[src/rtl/fetch_pkg.sv]
// Shared types and constants for the instruction fetch front end.
// Optional misalignment check: FETCH_ALIGN_CHECK_EN.
package fetch_pkg;

  localparam int DEPTH_DEF = 2;

  localparam logic [31:0] NOP_INSTR = 32'h0000_0013;

  typedef struct packed {
    logic [31:0] pc;
    logic [31:0] instr;
    logic        filled;
    logic        misalign;
  } fetch_entry_t;

endpackage

[src/rtl/fetch_queue.sv]
// In-order fetch buffer: reserve at tail, fill oldest unfilled,
// pop at head, clear on redirect.
module fetch_queue
  import fetch_pkg::*;
#(
  parameter int DEPTH = DEPTH_DEF
) (
  input  logic         clk,
  input  logic         reset,
  input  logic         clear,
  input  logic         rsv,
  input  logic [31:0]  rsv_pc,
  input  logic         rsv_pre,
  input  logic         fill,
  input  logic [31:0]  fill_data,
  input  logic         pop,
  output fetch_entry_t head,
  output logic         head_valid
);

  localparam int PW = $clog2(DEPTH);

  fetch_entry_t      ent_q [DEPTH];
  fetch_entry_t      ent_d [DEPTH];
  logic [PW-1:0]     wr_q, wr_d;
  logic [PW-1:0]     rd_q, rd_d;
  logic [PW:0]       cnt_q, cnt_d;
  logic [PW-1:0]     fl_ptr;
  logic              fl_hit;

  // Fill pointer: oldest reserved entry still waiting for memory.
  always_comb begin
    fl_ptr = rd_q;
    fl_hit = 1'b0;
    for (int i = 0; i < DEPTH; i++) begin
      if (!fl_hit && ((PW+1)'(i) < cnt_q) &&
          !ent_q[rd_q + PW'(i)].filled) begin
        fl_ptr = rd_q + PW'(i);
        fl_hit = 1'b1;
      end
    end
  end

  // Next state: clear wins, otherwise fill, pop and reserve together.
  always_comb begin
    ent_d = ent_q;
    wr_d  = wr_q;
    rd_d  = rd_q;
    cnt_d = cnt_q;
    if (clear) begin
      for (int i = 0; i < DEPTH; i++) ent_d[i] = '0;
      wr_d  = '0;
      rd_d  = '0;
      cnt_d = '0;
    end else begin
      if (fill && fl_hit) begin
        ent_d[fl_ptr].instr  = fill_data;
        ent_d[fl_ptr].filled = 1'b1;
      end
      if (pop) rd_d = rd_q + PW'(1);
      if (rsv) begin
        ent_d[wr_q] = '{pc:       rsv_pc,
                        instr:    rsv_pre ? NOP_INSTR : 32'h0,
                        filled:   rsv_pre,
                        misalign: rsv_pre};
        wr_d = wr_q + PW'(1);
      end
      cnt_d = cnt_q + (PW+1)'(rsv) - (PW+1)'(pop);
    end
  end

  // Queue state registers.
  always_ff @(posedge clk or negedge reset) begin
    if (!reset) begin
      for (int i = 0; i < DEPTH; i++) ent_q[i] <= '0;
      wr_q  <= '0;
      rd_q  <= '0;
      cnt_q <= '0;
    end else begin
      ent_q <= ent_d;
      wr_q  <= wr_d;
      rd_q  <= rd_d;
      cnt_q <= cnt_d;
    end
  end

  assign head       = ent_q[rd_q];
  assign head_valid = (cnt_q != '0) && ent_q[rd_q].filled;

endmodule

[src/rtl/fetch_unit.sv]
// Fetch front end: memory handshake, credit and kill accounting.
// Optional misalignment check: FETCH_ALIGN_CHECK_EN.
module fetch_unit
  import fetch_pkg::*;
#(
  parameter int DEPTH = DEPTH_DEF
) (
  input  logic        clk,
  input  logic        reset,
  input  logic [31:0] pc_in,
  output logic        pc_advance,
  input  logic        flush,
  output logic        imem_req,
  output logic [31:0] imem_addr,
  input  logic        imem_gnt,
  input  logic        imem_rvalid,
  input  logic [31:0] imem_rdata,
  output logic        id_valid,
  input  logic        id_ready,
  output logic [31:0] id_instr,
  output logic [31:0] id_pc
`ifdef FETCH_ALIGN_CHECK_EN
  ,
  output logic        id_misalign
`endif
);

  localparam int CW = $clog2(DEPTH) + 1;

  logic          started_q, started_d;
  logic [CW-1:0] alloc_q, alloc_d;
  logic [CW-1:0] drop_q, drop_d;
  logic [CW-1:0] out_q, out_d;

  logic          credit;
  logic          mis;
  logic          mgrant;
  logic          rsp_any;
  logic          dropping;
  logic          fill;
  logic          pop;
  fetch_entry_t  head;
  logic          head_valid;

`ifdef FETCH_ALIGN_CHECK_EN
  assign mis = |pc_in[1:0];
`else
  assign mis = 1'b0;
`endif

  assign credit = started_q & ~flush &
                  (({1'b0, alloc_q} + {1'b0, drop_q})
                   < (CW+1)'(DEPTH));

  assign imem_req   = credit & ~mis;
  assign imem_addr  = {pc_in[31:2], 2'b00};
  assign pc_advance = credit & (mis | imem_gnt);
  assign mgrant     = imem_req & imem_gnt;

  assign rsp_any  = imem_rvalid &
                    ((drop_q != '0) | (out_q != '0));
  assign dropping = imem_rvalid & (drop_q != '0);
  assign fill     = imem_rvalid & (drop_q == '0) &
                    (out_q != '0) & ~flush;
  assign pop      = head_valid & id_ready & ~flush;

  // Credit, outstanding and kill counters; flush moves
  // outstanding requests into the drop count.
  always_comb begin
    started_d = 1'b1;
    alloc_d   = alloc_q;
    drop_d    = drop_q;
    out_d     = out_q;
    if (flush) begin
      alloc_d = '0;
      out_d   = '0;
      drop_d  = drop_q + out_q - CW'(rsp_any);
    end else begin
      alloc_d = alloc_q + CW'(pc_advance) - CW'(pop);
      out_d   = out_q + CW'(mgrant) - CW'(fill);
      drop_d  = drop_q - CW'(dropping);
    end
  end

  // Control registers.
  always_ff @(posedge clk or negedge reset) begin
    if (!reset) begin
      started_q <= 1'b0;
      alloc_q   <= '0;
      drop_q    <= '0;
      out_q     <= '0;
    end else begin
      started_q <= started_d;
      alloc_q   <= alloc_d;
      drop_q    <= drop_d;
      out_q     <= out_d;
    end
  end

  fetch_queue #(
    .DEPTH (DEPTH)
  ) u_queue (
    .clk        (clk),
    .reset      (reset),
    .clear      (flush),
    .rsv        (pc_advance),
    .rsv_pc     (pc_in),
    .rsv_pre    (mis),
    .fill       (fill),
    .fill_data  (imem_rdata),
    .pop        (pop),
    .head       (head),
    .head_valid (head_valid)
  );

  assign id_valid = head_valid;
  assign id_instr = head.instr;
  assign id_pc    = head.pc;

`ifdef FETCH_ALIGN_CHECK_EN
  assign id_misalign = head.misalign;
`else
  logic unused_mis;
  assign unused_mis = head.misalign;
`endif

endmodule

[config.mk]
export PLATFORM = sky130hd
export DESIGN_NAME = fetch_unit
export DESIGN_NICKNAME = d
export VERILOG_FILES = /design/src/rtl/fetch_pkg.sv /design/src/rtl/fetch_queue.sv /design/src/rtl/fetch_unit.sv
export SDC_FILE = /design/constraint.sdc
export NUM_CORES = 1
export LEC_CHECK = 0
export CORE_MARGIN = 2
export CORE_UTILIZATION = 54
export CTS_BUF_LIST = sky130_fd_sc_hd__clkbuf_16
export DETAILED_ROUTE_END_ITERATION = 12
export PLACE_DENSITY = 0.86
export SLEW_MARGIN = 0
export SYNTH_ARGS = -nofsm -noshare
export SYNTH_HDL_FRONTEND = slang
export SYNTH_SLANG_ARGS = --single-unit
[constraint.sdc]
create_clock -name clk -period 3.15 [get_ports clk]
set_input_delay 0.315 -clock clk [delete_from_list [all_inputs] [get_ports clk]]
set_output_delay 0.315 -clock clk [all_outputs]
set_load 0.02 [all_outputs]
# Word-level counts from Yosys, hierarchy flattened
# Index checks and enable logic that the tools add are counted.
# word_totals
register_bits	143
inputBits	70
output_inout_bits	99
wordCells	98
# classes
n_addsub	12
order_cmp	9
muxes	30
bitwise	16
n_reduce_logical	16
# ops
op	n
$mux W132	4
$bwmux W132	3
$mux W66	4
$demux W66 S1	3
$mux W34	1
$mux W2	8
$and A1 B1 Y1	10
$reduce_bool A2 Y1	5
$sub A2 B1 Y2	5
$ge A2 B2 Y1 const B	4
$not A1 Y2	4
$logic_and A1 B1 Y1	7
$mux W1	7
$add A2 B1 Y2	3
$lt A1 B2 Y1 const A	2
$lt A2 B1 Y1 const B	2
$add A2 B2 Y3	1
$logic_not A1 Y1	3
$lt A3 B2 Y1 const B	1
$add A1 B1 Y1 const B	2
$add A2 B2 Y2	1
$logic_not A2 Y1	1
$not A1 Y1	1
$or A1 B1 Y1	1

# Longest topological paths before layout
# depth
word_depth	23
depth_mapped	10
ltp_nobuf	9

# By module
# From an unflattened synthesis, not the netlist that was laid out.
# unflattened
hier_cells	758
area_unflattened_um2	6999.2
# by_module_without_submodules
module	instances	cells_per_inst	area_each_um2	seq_area_each_um2
fetch_queue	1	679	6272.3	3403.3
fetch_unit	1	79	726.9	175.2

# Worst setup path after synthesis
# No wires, ideal clock.
# synth_timing
path_type	register to register
start	register drop_q[0]
end	register u_queue.ent_q[35] in the netlist's numbering
setup_time_ns	0.065
arrival_time_ns	2.537
required_time_ns	3.085
slack_ns	0.547
path_stages_with_launch	9
path_buffers	2
synth_period_minus_slack_ns	2.603
path_cell_list	dfrtp_1 > inv_1 > nor2_1 > fa_1 > nor4b_1 > and3_1 > clkbuf_1 > buf_2 > a22o_1
# synth_via
word_cells_on_any_way	14
cone_classes	1 x add/sub; 1 x order compare; 5 x mux; 5 x bitwise; 2 x reduce/logical
# synth_rtl
element	line_no	text
start, declared	fetch_unit.sv:32	logic [CW-1:0] drop_q, drop_d;
start signal, assigned	fetch_unit.sv:95	drop_q <= drop_d;
$add A2 B2 Y3	fetch_unit.sv:52	(({1'b0, alloc_q} + {1'b0, drop_q})
$lt A3 B2 Y1	fetch_unit.sv:53	< (CW+1)'(DEPTH));
$and A1 B1 Y1	fetch_unit.sv:51	assign credit = started_q & ~flush &
via imem_req	fetch_unit.sv:13	output logic imem_req,
$and A1 B1 Y1	fetch_unit.sv:57	assign pc_advance = credit & (mis | imem_gnt);
$mux W132	fetch_queue.sv:61	if (rsv) begin
$mux W132	fetch_queue.sv:50	if (clear) begin
end signal, assigned	fetch_queue.sv:80	ent_q <= ent_d;
end, declared	fetch_queue.sv:23	fetch_entry_t ent_q [DEPTH];
# The timed path passes the listed nets, and every way through them passes these cells. The select of a mux whose other input is x is not followed.
# A chain may end at the register's enable or synchronous reset.

# Worst setup path in the final report
# layout_timing
start	register drop_q[0]
end	output pc_advance
# layout_via
elab_chain_len	4
# layout_lines
element	line_no	text
$add A2 B2 Y3	fetch_unit.sv:52	
$lt A3 B2 Y1	fetch_unit.sv:53	
$and A1 B1 Y1	fetch_unit.sv:51	
$and A1 B1 Y1	fetch_unit.sv:57	
end, declared	fetch_unit.sv:11	output logic pc_advance,
# No other way between the ends.

==> impl_metrics.tcl <==
set metrics [dict create \
    cp_max_fo 5 \
    fin_hold_ws_ps -46.7 \
    final_antenna_net_count 0 \
    tightest_slew_ps 1050 \
    status "complete, but fails checks" \
    p_per_area_nw_per_um2 531 \
    die_area_sq_um 13500 \
    clkPwrFrac_pct 43.2 \
    initial_core_util_pct 54.6 \
    hold_path.class "input port to async pin" \
    syn_inst 627 \
    comb_power_share_pct 16.0 \
    switching_share_pct 25.6 \
    grt_pass1_wl_mm 28.9 \
    syn_avg_cell_area_sq_um 10.9 \
    grt_usage_pct 27.7 \
    final_util_pct 71.7 \
    synth_ff_type "dfrtp_1" \
    yosysTopAreaCellShare_pct 51.8 \
    wirelength_mm 18.2 \
    required_ps 2830 \
    violations "hold timing" \
    multi_input_area_sq_um 2760 \
    min_period_ps 3000 \
    drive_gt1_share_pct 15.4 \
    synth_area_sq_um 6810 \
    io_buffers 166 \
    fmax_mhz 334 \
    dp_hpwl_mm 11.1 \
    max_slew_margin_pct 30.2 \
    synthToLayoutAreaGrowth_pct 31.3 \
    die_width_microns 116 \
    antenna_found_initial 0 \
    crit_type "flop to output pin" \
    synth-edff-count 0 \
    critPathLaunchType "flop" \
    wl_per_cell_microns 19.7 \
    nets 819 \
    post-route-drc-count 0 \
    fin_skew_ps 10.9 \
    vias 5584 \
    timing.rr.start "drop_q[0]" \
    overflow 0 \
    drt_first_pass_iters 5 \
    drt_iter0_markers 612 \
    fp.coreArea_sq_um 12500 \
    h-tree-depth 4 \
    p_leak_nw 3.89 \
    cts_buffer_depth 2 \
    rows 41 \
    diodes 0 \
    ys_warn_count 0 \
    die_height_microns 116 \
    synth_top_cell_by_area "dfrtp_1" \
    reg2reg_depth 7 \
    dpl.cell_count 892 \
    drv_cap 0 \
    endpoint_kind "output pin" \
    power.internal_w 0.00353 \
    synth_seq_area_share_pct 51.8 \
    p_switching_w 0.00121 \
    slowest_stage "clkdlybuf4s50_1" \
    cts_tree "done" \
    first_global_vias 5879 \
    insertion_delay_ps 410 \
    vias_per_cell 6.04 \
    cts.sinks 141 \
    clk_pin_slew_ps 60 \
    ys_top_cells_by_count "dfrtp_1, a21oi_1, o21ai_0" \
    grt_setup_unrepaired "false" \
    max_stage_delay_ps 640 \
    area.sequential_sq_um 3530 \
    hold_viol_final 22 \
    path_cells "inv_1, nor2_1, fa_1, nand4bb_1, nor2_4, clkdlybuf4s50_1" \
    final.period_utilization_pct 95.1 \
    vdd_ir_drop_max_uv 274 \
    boundaryPins 169 \
    grt_max_degree 89 \
    final.fill_count 885 \
    drv_slew 0 \
    r2r_end "u_queue.ent_q[93]" \
    yosysMostFrequentCell "dfrtp_1" \
    pwr-share-seq_pct 40.7 \
    total_power_w 0.00475 \
    tns_ps 0 \
    gp_congestion 0.793 \
    ys_types 34 \
    ys_async_sr_fraction_pct 100 \
    ys_ff_latch 141 \
    cts_made_buffers 17 \
    cp_data_arrival_time_ps 2680 \
    reg2reg_slack_ps 590 \
    setup_violations 0 \
    synth.area.top_cells "dfrtp_1, mux2_2, a22o_1" \
    final_cells 924 \
    cts_root_buf "clkbuf_16" \
]
cell families after synthesis:
logic type               count (synthesis)  share of synthesized area [%]
adder cells (fa/ha/maj)                 10                           1.95
AND/OR/NAND/NOR                         96                           7.19
multiplexers                            67                           11.0
AO/OA/AOI/OAI                          202                           18.5
flip-flops                             141                           51.8
buffers and inverters                   99                           8.12
XOR/XNOR                                10                           1.29
other                                    2                          0.110
through the flow:
| stage | setup slack, ps | area, sq um | hold WS [ps] |
|---|---|---|---|
| after floorplan | 547 | 6810 | 19.4 |
| after global placement | 544 | 8320 | 418 |
| after detailed placement | 408 | 8320 | 435 |
| after CTS | 76.6 | 8930 | 4.84 |
| after global routing | 23.9 | 8940 | 20.9 |
| final | 155 | 8940 | -46.7 |
timing repair:
action | CTS | global route
hold buffers | 0 | 0
resized for setup | 1 | 1
endpoints found under the setup margin | 1 | 1
buffers inserted | 0 | 0
how the worst max path moves through the flow:
stage | startpoint | endpoint | slack, ps | cells past startpoint
after detailed placement | drop_q[0] | pc_advance | 410 | 6
after global placement | drop_q[0] | pc_advance | 540 | 6
after CTS | drop_q[0] | pc_advance | 80 | 6
after global routing | drop_q[0] | pc_advance | 20 | 6
after floorplan | drop_q[0] | u_queue.ent_q[35] | 550 | 8
final | drop_q[0] | pc_advance | 150 | 6
placed cells by master, fill, tap and decap left out, types with 2 or more instances in the layout:
cell	Yosys	layout
clkinv_4	1	4
or3_1	2	2
ha_1	9	9
nand2_1	2	2
nand3_1	64	64
clkinv_2	0	3
nor3_2	0	3
conb_1	2	3
mux2i_1	3	3
a22o_1	64	64
buf_4	32	13
bufinv_16	0	4
o21ai_0	65	65
clkbuf_16	0	17
nor2b_1	4	4
clkinv_1	0	3
xor2_1	3	3
inv_1	10	12
clkdlybuf4s50_1	0	165
a21oi_1	69	68
nor2_1	14	12
xnor2_1	7	7
mux2_2	64	64
dfrtp_1	141	140
per-layer routing:
layer  track usage [%]  up-vias  wire [microns]
li1                  -     2455               -
met1              35.9     2811            7620
met2              45.5      286            9010
met3              6.18       32            1260
met4              10.8        0             332
met5                 0        -               0
critical path, delay by kind of cell (launching register included):
family | cells | cell delay (ps)
simple gates | 3 | 700
buf+inv | 2 | 720
fa+ha+maj | 1 | 470
flops | 1 | 380
layout make-up:
class | instances | share of cell area [%]
Clock buffer | 17 | 4.76
Clock inverter | 15 | 2.02
Inverter | 11 | 0.518
Multi-Input combinational cell | 388 | 30.9
Sequential cell | 141 | 39.5
Tap cell | 172 | 2.41
Timing Repair Buffer | 180 | 19.9
state kept, by name, indices dropped and copies added (netlist names):
register       cells
u_queue.ent_q    130
drop_q             2
u_queue.wr_q       1
out_q              2
alloc_q            2
started_q          1
u_queue.rd_q       1
u_queue.cnt_q      2
power by group through the flow:
| stage | logic [W] | registers (W) | clock network [W] |
|---|---|---|---|
| detailed placement | 0.000752 | 0.00196 | 0 |
| finish | 0.000760 | 0.00193 | 0.00205 |
| global route | 0.000827 | 0.00194 | 0.00218 |
| CTS | 0.000760 | 0.00193 | 0.00209 |
| floorplan | 0.000425 | 0.00195 | 0 |
| global placement | 0.000734 | 0.00196 | 0 |
Note: power is estimated with default switching activity, not from simulation.
